[src/rtl/l2_arbiter_pkg.sv]
// Shared types for the L1-to-L2 arbiter: FSM states and client identifiers.
package l2_arbiter_pkg;

    localparam int ARB_ADDR_W = 16;
    localparam int ARB_LINE_W = 128;

    typedef enum logic [2:0] {
        IDLE    = 3'd0,
        SERVE_I = 3'd1,
        SERVE_D = 3'd2,
        DONE_I  = 3'd3,
        DONE_D  = 3'd4
    } lc3b_arb_state;

    typedef enum logic {
        ARB_I = 1'b0,
        ARB_D = 1'b1
    } lc3b_arb_client;

    // Both D strobes high is not a request, same rule the L2 applies.
    function automatic logic d_req_valid(input logic rd, input logic wr);
        return rd ^ wr;
    endfunction

endpackage

[src/rtl/l2_arbiter_if.sv]
// Bundle of the I-cache, D-cache and L2 sides of the arbiter.
// slave: arbiter view; master: the surrounding caches / L2 view.
interface l2_arbiter_if #(
    parameter int ADDR_W = 16,
    parameter int LINE_W = 128
) ();
    logic              icache_read;
    logic [ADDR_W-1:0] icache_address;
    logic [LINE_W-1:0] icache_rdata;
    logic              icache_resp;

    logic              dcache_read;
    logic              dcache_write;
    logic [ADDR_W-1:0] dcache_address;
    logic [LINE_W-1:0] dcache_wdata;
    logic [LINE_W-1:0] dcache_rdata;
    logic              dcache_resp;

    logic              l2_read;
    logic              l2_write;
    logic [ADDR_W-1:0] l2_address;
    logic [LINE_W-1:0] l2_wdata;
    logic [LINE_W-1:0] l2_rdata;
    logic              l2_resp;

    modport slave (
        input  icache_read, icache_address,
        input  dcache_read, dcache_write, dcache_address, dcache_wdata,
        input  l2_rdata, l2_resp,
        output icache_rdata, icache_resp,
        output dcache_rdata, dcache_resp,
        output l2_read, l2_write, l2_address, l2_wdata
    );

    modport master (
        output icache_read, icache_address,
        output dcache_read, dcache_write, dcache_address, dcache_wdata,
        output l2_rdata, l2_resp,
        input  icache_rdata, icache_resp,
        input  dcache_rdata, dcache_resp,
        input  l2_read, l2_write, l2_address, l2_wdata
    );
endinterface

[src/rtl/l2_arbiter_grant.sv]
// Combinational winner select between the I and D clients.
// L2_ARB_ROUND_ROBIN_EN: alternate on contention; otherwise D always wins.
module l2_arbiter_grant
    import l2_arbiter_pkg::*;
(
    input  logic           i_i_valid,
    input  logic           i_d_valid,
`ifdef L2_ARB_ROUND_ROBIN_EN
    input  lc3b_arb_client i_last_grant,
`endif
    output logic           o_any,
    output lc3b_arb_client o_winner
);

    always_comb begin
        o_any    = i_i_valid | i_d_valid;
        o_winner = ARB_I;
        if (i_i_valid && i_d_valid) begin
`ifdef L2_ARB_ROUND_ROBIN_EN
            o_winner = (i_last_grant == ARB_I) ? ARB_D : ARB_I;
`else
            o_winner = ARB_D;
`endif
        end else if (i_d_valid) begin
            o_winner = ARB_D;
        end
    end

endmodule

[src/rtl/l2_arbiter.sv]
// Two-client arbiter between split L1 caches and the unified L2.
// Optional L2_ARB_ROUND_ROBIN_EN selects round-robin contention resolution.
module l2_arbiter
    import l2_arbiter_pkg::*;
#(
    parameter int ADDR_W = ARB_ADDR_W,
    parameter int LINE_W = ARB_LINE_W
) (
    input  logic        clk,
    input  logic        reset,
    l2_arbiter_if.slave io_bus
);

    lc3b_arb_state     r_state;
    lc3b_arb_state     w_state_next;
    logic [ADDR_W-1:0] r_addr;
    logic [LINE_W-1:0] r_wdata;
    logic [LINE_W-1:0] r_line;
    logic              r_write;

    logic              w_i_valid;
    logic              w_d_valid;
    logic              w_any;
    lc3b_arb_client    w_winner;
    logic              w_latch;
    logic              w_capture;

    assign w_i_valid = io_bus.icache_read;
    assign w_d_valid = d_req_valid(io_bus.dcache_read, io_bus.dcache_write);

`ifdef L2_ARB_ROUND_ROBIN_EN
    lc3b_arb_client r_last_grant;

    always_ff @(posedge clk or posedge reset) begin
        if (reset) begin
            r_last_grant <= ARB_I;
        end else if (r_state == DONE_I) begin
            r_last_grant <= ARB_I;
        end else if (r_state == DONE_D) begin
            r_last_grant <= ARB_D;
        end
    end

    l2_arbiter_grant u_grant (
        .i_i_valid    (w_i_valid),
        .i_d_valid    (w_d_valid),
        .i_last_grant (r_last_grant),
        .o_any        (w_any),
        .o_winner     (w_winner)
    );
`else
    l2_arbiter_grant u_grant (
        .i_i_valid (w_i_valid),
        .i_d_valid (w_d_valid),
        .o_any     (w_any),
        .o_winner  (w_winner)
    );
`endif

    always_ff @(posedge clk or posedge reset) begin
        if (reset) begin
            r_state <= IDLE;
        end else begin
            r_state <= w_state_next;
        end
    end

    // All L2-facing outputs come from state and latched registers, so a
    // client changing its inputs mid-transaction cannot disturb the L2.
    always_comb begin
        w_state_next        = r_state;
        w_latch             = 1'b0;
        w_capture           = 1'b0;
        io_bus.l2_read      = 1'b0;
        io_bus.l2_write     = 1'b0;
        io_bus.icache_resp  = 1'b0;
        io_bus.dcache_resp  = 1'b0;
        io_bus.l2_address   = r_addr;
        io_bus.l2_wdata     = r_wdata;
        io_bus.icache_rdata = r_line;
        io_bus.dcache_rdata = r_line;

        case (r_state)
            IDLE: begin
                if (w_any) begin
                    w_latch      = 1'b1;
                    w_state_next = (w_winner == ARB_D) ? SERVE_D : SERVE_I;
                end
            end
            SERVE_I: begin
                io_bus.l2_read = 1'b1;
                if (io_bus.l2_resp) begin
                    w_capture    = 1'b1;
                    w_state_next = DONE_I;
                end
            end
            SERVE_D: begin
                io_bus.l2_read  = ~r_write;
                io_bus.l2_write = r_write;
                if (io_bus.l2_resp) begin
                    w_capture    = 1'b1;
                    w_state_next = DONE_D;
                end
            end
            DONE_I: begin
                io_bus.icache_resp = 1'b1;
                w_state_next       = IDLE;
            end
            DONE_D: begin
                io_bus.dcache_resp = 1'b1;
                w_state_next       = IDLE;
            end
            default: begin
                w_state_next = IDLE;
            end
        endcase
    end

    always_ff @(posedge clk or posedge reset) begin
        if (reset) begin
            r_addr  <= '0;
            r_wdata <= '0;
            r_write <= 1'b0;
            r_line  <= '0;
        end else begin
            if (w_latch) begin
                if (w_winner == ARB_D) begin
                    r_addr  <= io_bus.dcache_address;
                    r_wdata <= io_bus.dcache_wdata;
                    r_write <= io_bus.dcache_write;
                end else begin
                    r_addr  <= io_bus.icache_address;
                    r_wdata <= '0;
                    r_write <= 1'b0;
                end
            end
            if (w_capture) begin
                r_line <= io_bus.l2_rdata;
            end
        end
    end

endmodule

[src/flat_wrapper.sv]
// flat-port wrapper written by rule: the top's interface ports become plain ports
module l2_arbiter_flat import l2_arbiter_pkg::*;
#(
    parameter int ADDR_W = ARB_ADDR_W,
    parameter int LINE_W = ARB_LINE_W
)
  (clk, reset, io_bus_icache_read, io_bus_icache_address, io_bus_dcache_read, io_bus_dcache_write, io_bus_dcache_address, io_bus_dcache_wdata, io_bus_l2_rdata, io_bus_l2_resp, io_bus_icache_rdata, io_bus_icache_resp, io_bus_dcache_rdata, io_bus_dcache_resp, io_bus_l2_read, io_bus_l2_write, io_bus_l2_address, io_bus_l2_wdata);
  l2_arbiter_if #(.ADDR_W(ADDR_W), .LINE_W(LINE_W)) io_bus_i ();
  input  logic clk;
  input  logic reset;
  input wire logic [$bits(io_bus_i.icache_read)-1:0] io_bus_icache_read;
  input wire logic [$bits(io_bus_i.icache_address)-1:0] io_bus_icache_address;
  input wire logic [$bits(io_bus_i.dcache_read)-1:0] io_bus_dcache_read;
  input wire logic [$bits(io_bus_i.dcache_write)-1:0] io_bus_dcache_write;
  input wire logic [$bits(io_bus_i.dcache_address)-1:0] io_bus_dcache_address;
  input wire logic [$bits(io_bus_i.dcache_wdata)-1:0] io_bus_dcache_wdata;
  input wire logic [$bits(io_bus_i.l2_rdata)-1:0] io_bus_l2_rdata;
  input wire logic [$bits(io_bus_i.l2_resp)-1:0] io_bus_l2_resp;
  output wire logic [$bits(io_bus_i.icache_rdata)-1:0] io_bus_icache_rdata;
  output wire logic [$bits(io_bus_i.icache_resp)-1:0] io_bus_icache_resp;
  output wire logic [$bits(io_bus_i.dcache_rdata)-1:0] io_bus_dcache_rdata;
  output wire logic [$bits(io_bus_i.dcache_resp)-1:0] io_bus_dcache_resp;
  output wire logic [$bits(io_bus_i.l2_read)-1:0] io_bus_l2_read;
  output wire logic [$bits(io_bus_i.l2_write)-1:0] io_bus_l2_write;
  output wire logic [$bits(io_bus_i.l2_address)-1:0] io_bus_l2_address;
  output wire logic [$bits(io_bus_i.l2_wdata)-1:0] io_bus_l2_wdata;
  assign io_bus_i.icache_read = io_bus_icache_read;
  assign io_bus_i.icache_address = io_bus_icache_address;
  assign io_bus_i.dcache_read = io_bus_dcache_read;
  assign io_bus_i.dcache_write = io_bus_dcache_write;
  assign io_bus_i.dcache_address = io_bus_dcache_address;
  assign io_bus_i.dcache_wdata = io_bus_dcache_wdata;
  assign io_bus_i.l2_rdata = io_bus_l2_rdata;
  assign io_bus_i.l2_resp = io_bus_l2_resp;
  assign io_bus_icache_rdata = io_bus_i.icache_rdata;
  assign io_bus_icache_resp = io_bus_i.icache_resp;
  assign io_bus_dcache_rdata = io_bus_i.dcache_rdata;
  assign io_bus_dcache_resp = io_bus_i.dcache_resp;
  assign io_bus_l2_read = io_bus_i.l2_read;
  assign io_bus_l2_write = io_bus_i.l2_write;
  assign io_bus_l2_address = io_bus_i.l2_address;
  assign io_bus_l2_wdata = io_bus_i.l2_wdata;
  l2_arbiter #(.ADDR_W(ADDR_W), .LINE_W(LINE_W)) u_core (.clk(clk), .reset(reset), .io_bus(io_bus_i));
endmodule
[config.mk]
export PLATFORM = sky130hd
export DESIGN_NAME = l2_arbiter_flat
export DESIGN_NICKNAME = d
export VERILOG_FILES = /design/src/rtl/l2_arbiter_pkg.sv /design/src/rtl/l2_arbiter_if.sv /design/src/rtl/l2_arbiter_grant.sv /design/src/rtl/l2_arbiter.sv /design/src/flat_wrapper.sv
export SDC_FILE = /design/constraint.sdc
export NUM_CORES = 1
export LEC_CHECK = 0
export BUFFER_PORTS_ARGS = -buffer_cell sky130_fd_sc_hd__buf_2
export CORE_AREA = 2 2 268 270
export CTS_BUF_LIST = sky130_fd_sc_hd__clkbuf_8
export CTS_CLUSTER_SIZE = 8
export DETAILED_ROUTE_END_ITERATION = 10
export DIE_AREA = 0 0 270 272
export GPL_TIMING_DRIVEN = 0
export REMOVE_ABC_BUFFERS = 1
export SYNTH_ARGS = -nofsm -noshare
export SYNTH_HDL_FRONTEND = slang
export SYNTH_SLANG_ARGS = --single-unit
[constraint.sdc]
create_clock -name clk -period 8.3 [get_ports clk]
set_clock_uncertainty 0.2 [all_clocks]
set_input_delay 0.83 -clock clk [delete_from_list [all_inputs] [get_ports clk]]
set_output_delay 0.83 -clock clk [all_outputs]
set_load 0.02 [all_outputs]
==> impl_metrics.yaml <==
outcome:
  status: "finished clean"
final_layout:
  post-route-util_pct: 23.32
  fillers: 7582
  drive_gt1_share_pct: 67.93
  syn_to_final_growth_pct: 39.86
  nNetsFinal: 1660
  stdcell_area_mm2: 0.01650
clocking:
  clkSinkCount: 276
  clk_path_buf_depth: 3
  cts_tree: "built"
  cts_resized: 0
  cts_buffers: 50
  clkTransAtPathRegs_ns: 0.06
  clk_latency_ns: 0.58
  h-tree-depth: 2
  cts-root-buf: "clkbuf_8"
sta:
  rsz0062_at_grt: "no"
  finalHoldViolCount: 0
  post-route-period-util_pct: 49.51
  slew_headroom_pct: 38.52
  setup_viol: 0
  max_freq_mhz: 243.3
  worstMarginPinSlew_ns: 0.9212
  final-max-slew-violation-count: 0
  min_period_ns: 4.110
critical_path:
  crit_buf_inv: 12
  cp_data_required_time_ns: 8.62
  crit_type: "input pin to flop"
  start_kind: "input pin"
  cp-end-kind: "flop"
  slowest_delay_ns: 0.65
  crit_fanout: 20
  crit_chain: "buf_2 > ha_1 > nor4_2 > buf_4 > buf_4 > buf_4 > buf_4 > buf_4 > buf_4 > buf_4 > buf_4 > buf_4 > buf_6 > buf_4 > a22o_1"
  cp_slowest_cell: "ha_1"
  r2r_setup_slack_ns: 4.80
  crit_top_cell: "buf_4"
  crit_family: "buffers and inverters"
  arrival_ns: 4.43
synthesis:
  synth_edf_count: 0
  synth.most_common_cell: "dfrtp_1"
  ys_warn_count: 0
  synth_top_area_share_pct: 58.54
  synthArstFlopShare_pct: 100.0
  synthCells: 765
  synth_top_family_by_area: "multiplexers"
  syn_avg_cell_area_um2: 15.42
  synth_area_mm2: 0.01180
  ys.flop_type: "dfrtp_1"
  ys_ff_latch: 276
  yosysUniqueCellTypes: 25
  ys_top_cells_by_count: "276 x dfrtp_1, 130 x buf_4, 128 x a22o_1, 100 x mux2_4, 51 x mux2_2"
  synth_seq_area_share_pct: 58.54
  synth-xor-area-share_pct: 0.1379
  synth_compound_area_share_pct: 9.715
  synth_top_cell_by_area: "dfrtp_1"
  yosys-top-cells-area: "dfrtp_1 59%, mux2_4 13%, a22o_1 9.5%, buf_4 8.3%, mux2_2 4.9%"
  yosys.area_share.simple_pct: 0.6788
  synth_adder_area_share_pct: 0.1061
  synthMuxAreaShare_pct: 18.63
routing:
  drt-initial-drc-count: 272
  viasPerCell: 3.700
  drc: 0
  finalWirelength_um: 42160
  vias: 8709
  drtAntennaViolNets: 0
  first_pass_iters: 4
  avgRoutedWirePerCell_um: 17.91
global_route:
  grt_first_pass_wirelength_um: 60440
  antenna_found_initial: 27
  grtUsageTotal_pct: 10.92
  overflow: 0
  grt_max_degree: 119
  first_global_vias: 9132
pwr:
  p_leak_nw: 8.540
  swShare_pct: 43.43
  total_power_mw: 7.790
  p_seq_share_pct: 32.3
  pwr-share-comb_pct: 51.0
  clkPwrFrac_pct: 16.6
  p_per_area_mw_per_mm2: 472.1
  max-vdd-ir-drop_mv: 0.2248
  intPower_mw: 4.407
  p_sw_mw: 3.383
floorplanning:
  die_x_um: 270
  die_h_um: 272
  rows: 98
  coreArea_mm2: 0.07075
  die_area_mm2: 0.07344
  initial_core_util_pct: 16.67
  io_pins: 698
flow_run:
  cap_viol_max_count: 0
place:
  place_area_mm2: 0.01547
  hpwl_um: 33880
  place.gp.congestion: 0.8437
  portBuffers: 697
hold_path:
  hp-class: "input pin to flop"
-- sequential cells by signal, summed over array words and instances (netlist names) --
signal,flops
u_core.io_bus.l2_address,16
u_core.io_bus.l2_wdata,128
u_core.r_write,1
u_core.r_state,3
u_core.io_bus.dcache_rdata,128
-- per-stage QoR --
stage / std cells / setup TNS, ns / setup WS (ns) / hold slack, ns
after CTS: 2350 / 0 / 4.323 / 0.1588
after floorplan: 588 / -491.22 / -3.107 / 0.2956
after global routing: 2353 / 0 / 4.033 / 0.1781
after detailed placement: 2262 / 0 / 3.630 / 0.2852
after global placement: 2235 / -1943.66 / -7.582 / 0.2852
final: 2354 / 0 / 4.190 / 0.2497
-- worst paths after layout --
kind                            depth (start not counted)                                    endpoint                              startpoint
worst max-delay path                                   15      u_core.io_bus.l2_wdata[61]$_DFFE_PP0P_                     io_bus_dcache_write
worst max register to register                         13      u_core.io_bus.l2_wdata[61]$_DFFE_PP0P_           u_core.r_state[1]$_DFFE_PP0P_
worst min-delay path                                    2      u_core.io_bus.l2_wdata[94]$_DFFE_PP0P_                 io_bus_dcache_wdata[94]
min in group asynchronous                               3  u_core.io_bus.dcache_rdata[47]$_DFFE_PP0P_                                   reset
worst min register to register                          1      u_core.io_bus.l2_wdata[50]$_DFFE_PP0P_  u_core.io_bus.l2_wdata[50]$_DFFE_PP0P_
max in group asynchronous                               4      u_core.io_bus.l2_wdata[12]$_DFFE_PP0P_                                   reset
-- final cells by class --
class                      instances  area [µm²]  share of cell area [%]
sequential                       276        6907                   41.86
timing repair buffer             725        3895                   23.61
inverter                           4       22.52                  0.1365
multi-input combinational        308        3471                   21.04
tap                              950        1189                   7.204
clock inverter                    23       125.1                  0.7583
clock buffer                      64       880.8                   5.339
antenna                            4       10.01                 0.06067
-- power by group through the flow --
stage / sequential, mW / clock [mW] / combinational [mW]
6_report: 2.52 / 1.29 / 3.98
5_1_grt: 2.60 / 1.42 / 4.18
4_1_cts: 2.52 / 1.37 / 4.01
3_5_place_dp: 2.52 / 0 / 4.02
3_3_place_gp: 2.50 / 0 / 4.09
2_1_floorplan: 3.58 / 0 / 1.49
-- worst register-to-register path, cell delays in order, from the launching register on --
cell and delay, ns:
dfrtp_1 0.50, nor4_2 0.34, buf_4 0.24, buf_4 0.21
buf_4 0.20, buf_4 0.20, buf_4 0.20, buf_4 0.21
buf_4 0.20, buf_4 0.22, buf_4 0.22, buf_6 0.16
buf_4 0.20, a22o_1 0.15
-- kinds of logic (layout without fill, tap and decap cells) --
| group | count (synthesis) | count (layout) |
|---|---|---|
| xor gates and xnor gates | 1 | 1 |
| AOI/OAI and AO/OA | 133 | 133 |
| adders and majority gates | 1 | 1 |
| DFF | 276 | 276 |
| and+or+nand+nor | 11 | 11 |
| muxes | 162 | 162 |
| buffers and inverters | 181 | 816 |
| other | 0 | 4 |
-- cell usage in the layout, fill, tap and decap left out, drive strengths merged, types with 3 or more instances in the layout --
| master | synthesis | routed |
|---|---|---|
| clkbuf | 7 | 64 |
| nor2 | 3 | 3 |
| inv | 4 | 20 |
| buf | 170 | 724 |
| dfrtp | 276 | 276 |
| clkinv | 0 | 4 |
| diode | 0 | 4 |
| a22o | 128 | 128 |
| mux2 | 161 | 161 |
| a21oi | 3 | 3 |
-- layer usage --
layer  track usage [%]  wire [µm]
met2             18.65      20400
met3             3.844       3751
met1             12.65      16530
met4             3.860       1420
met5                 0         57
-- what timing repair did --
action                    4_1_cts  5_1_grt
setup buffers                   0        0
hold endpoints to repair       42        0
hold buffers                    1        0
(Power assumes the default switching activity.)
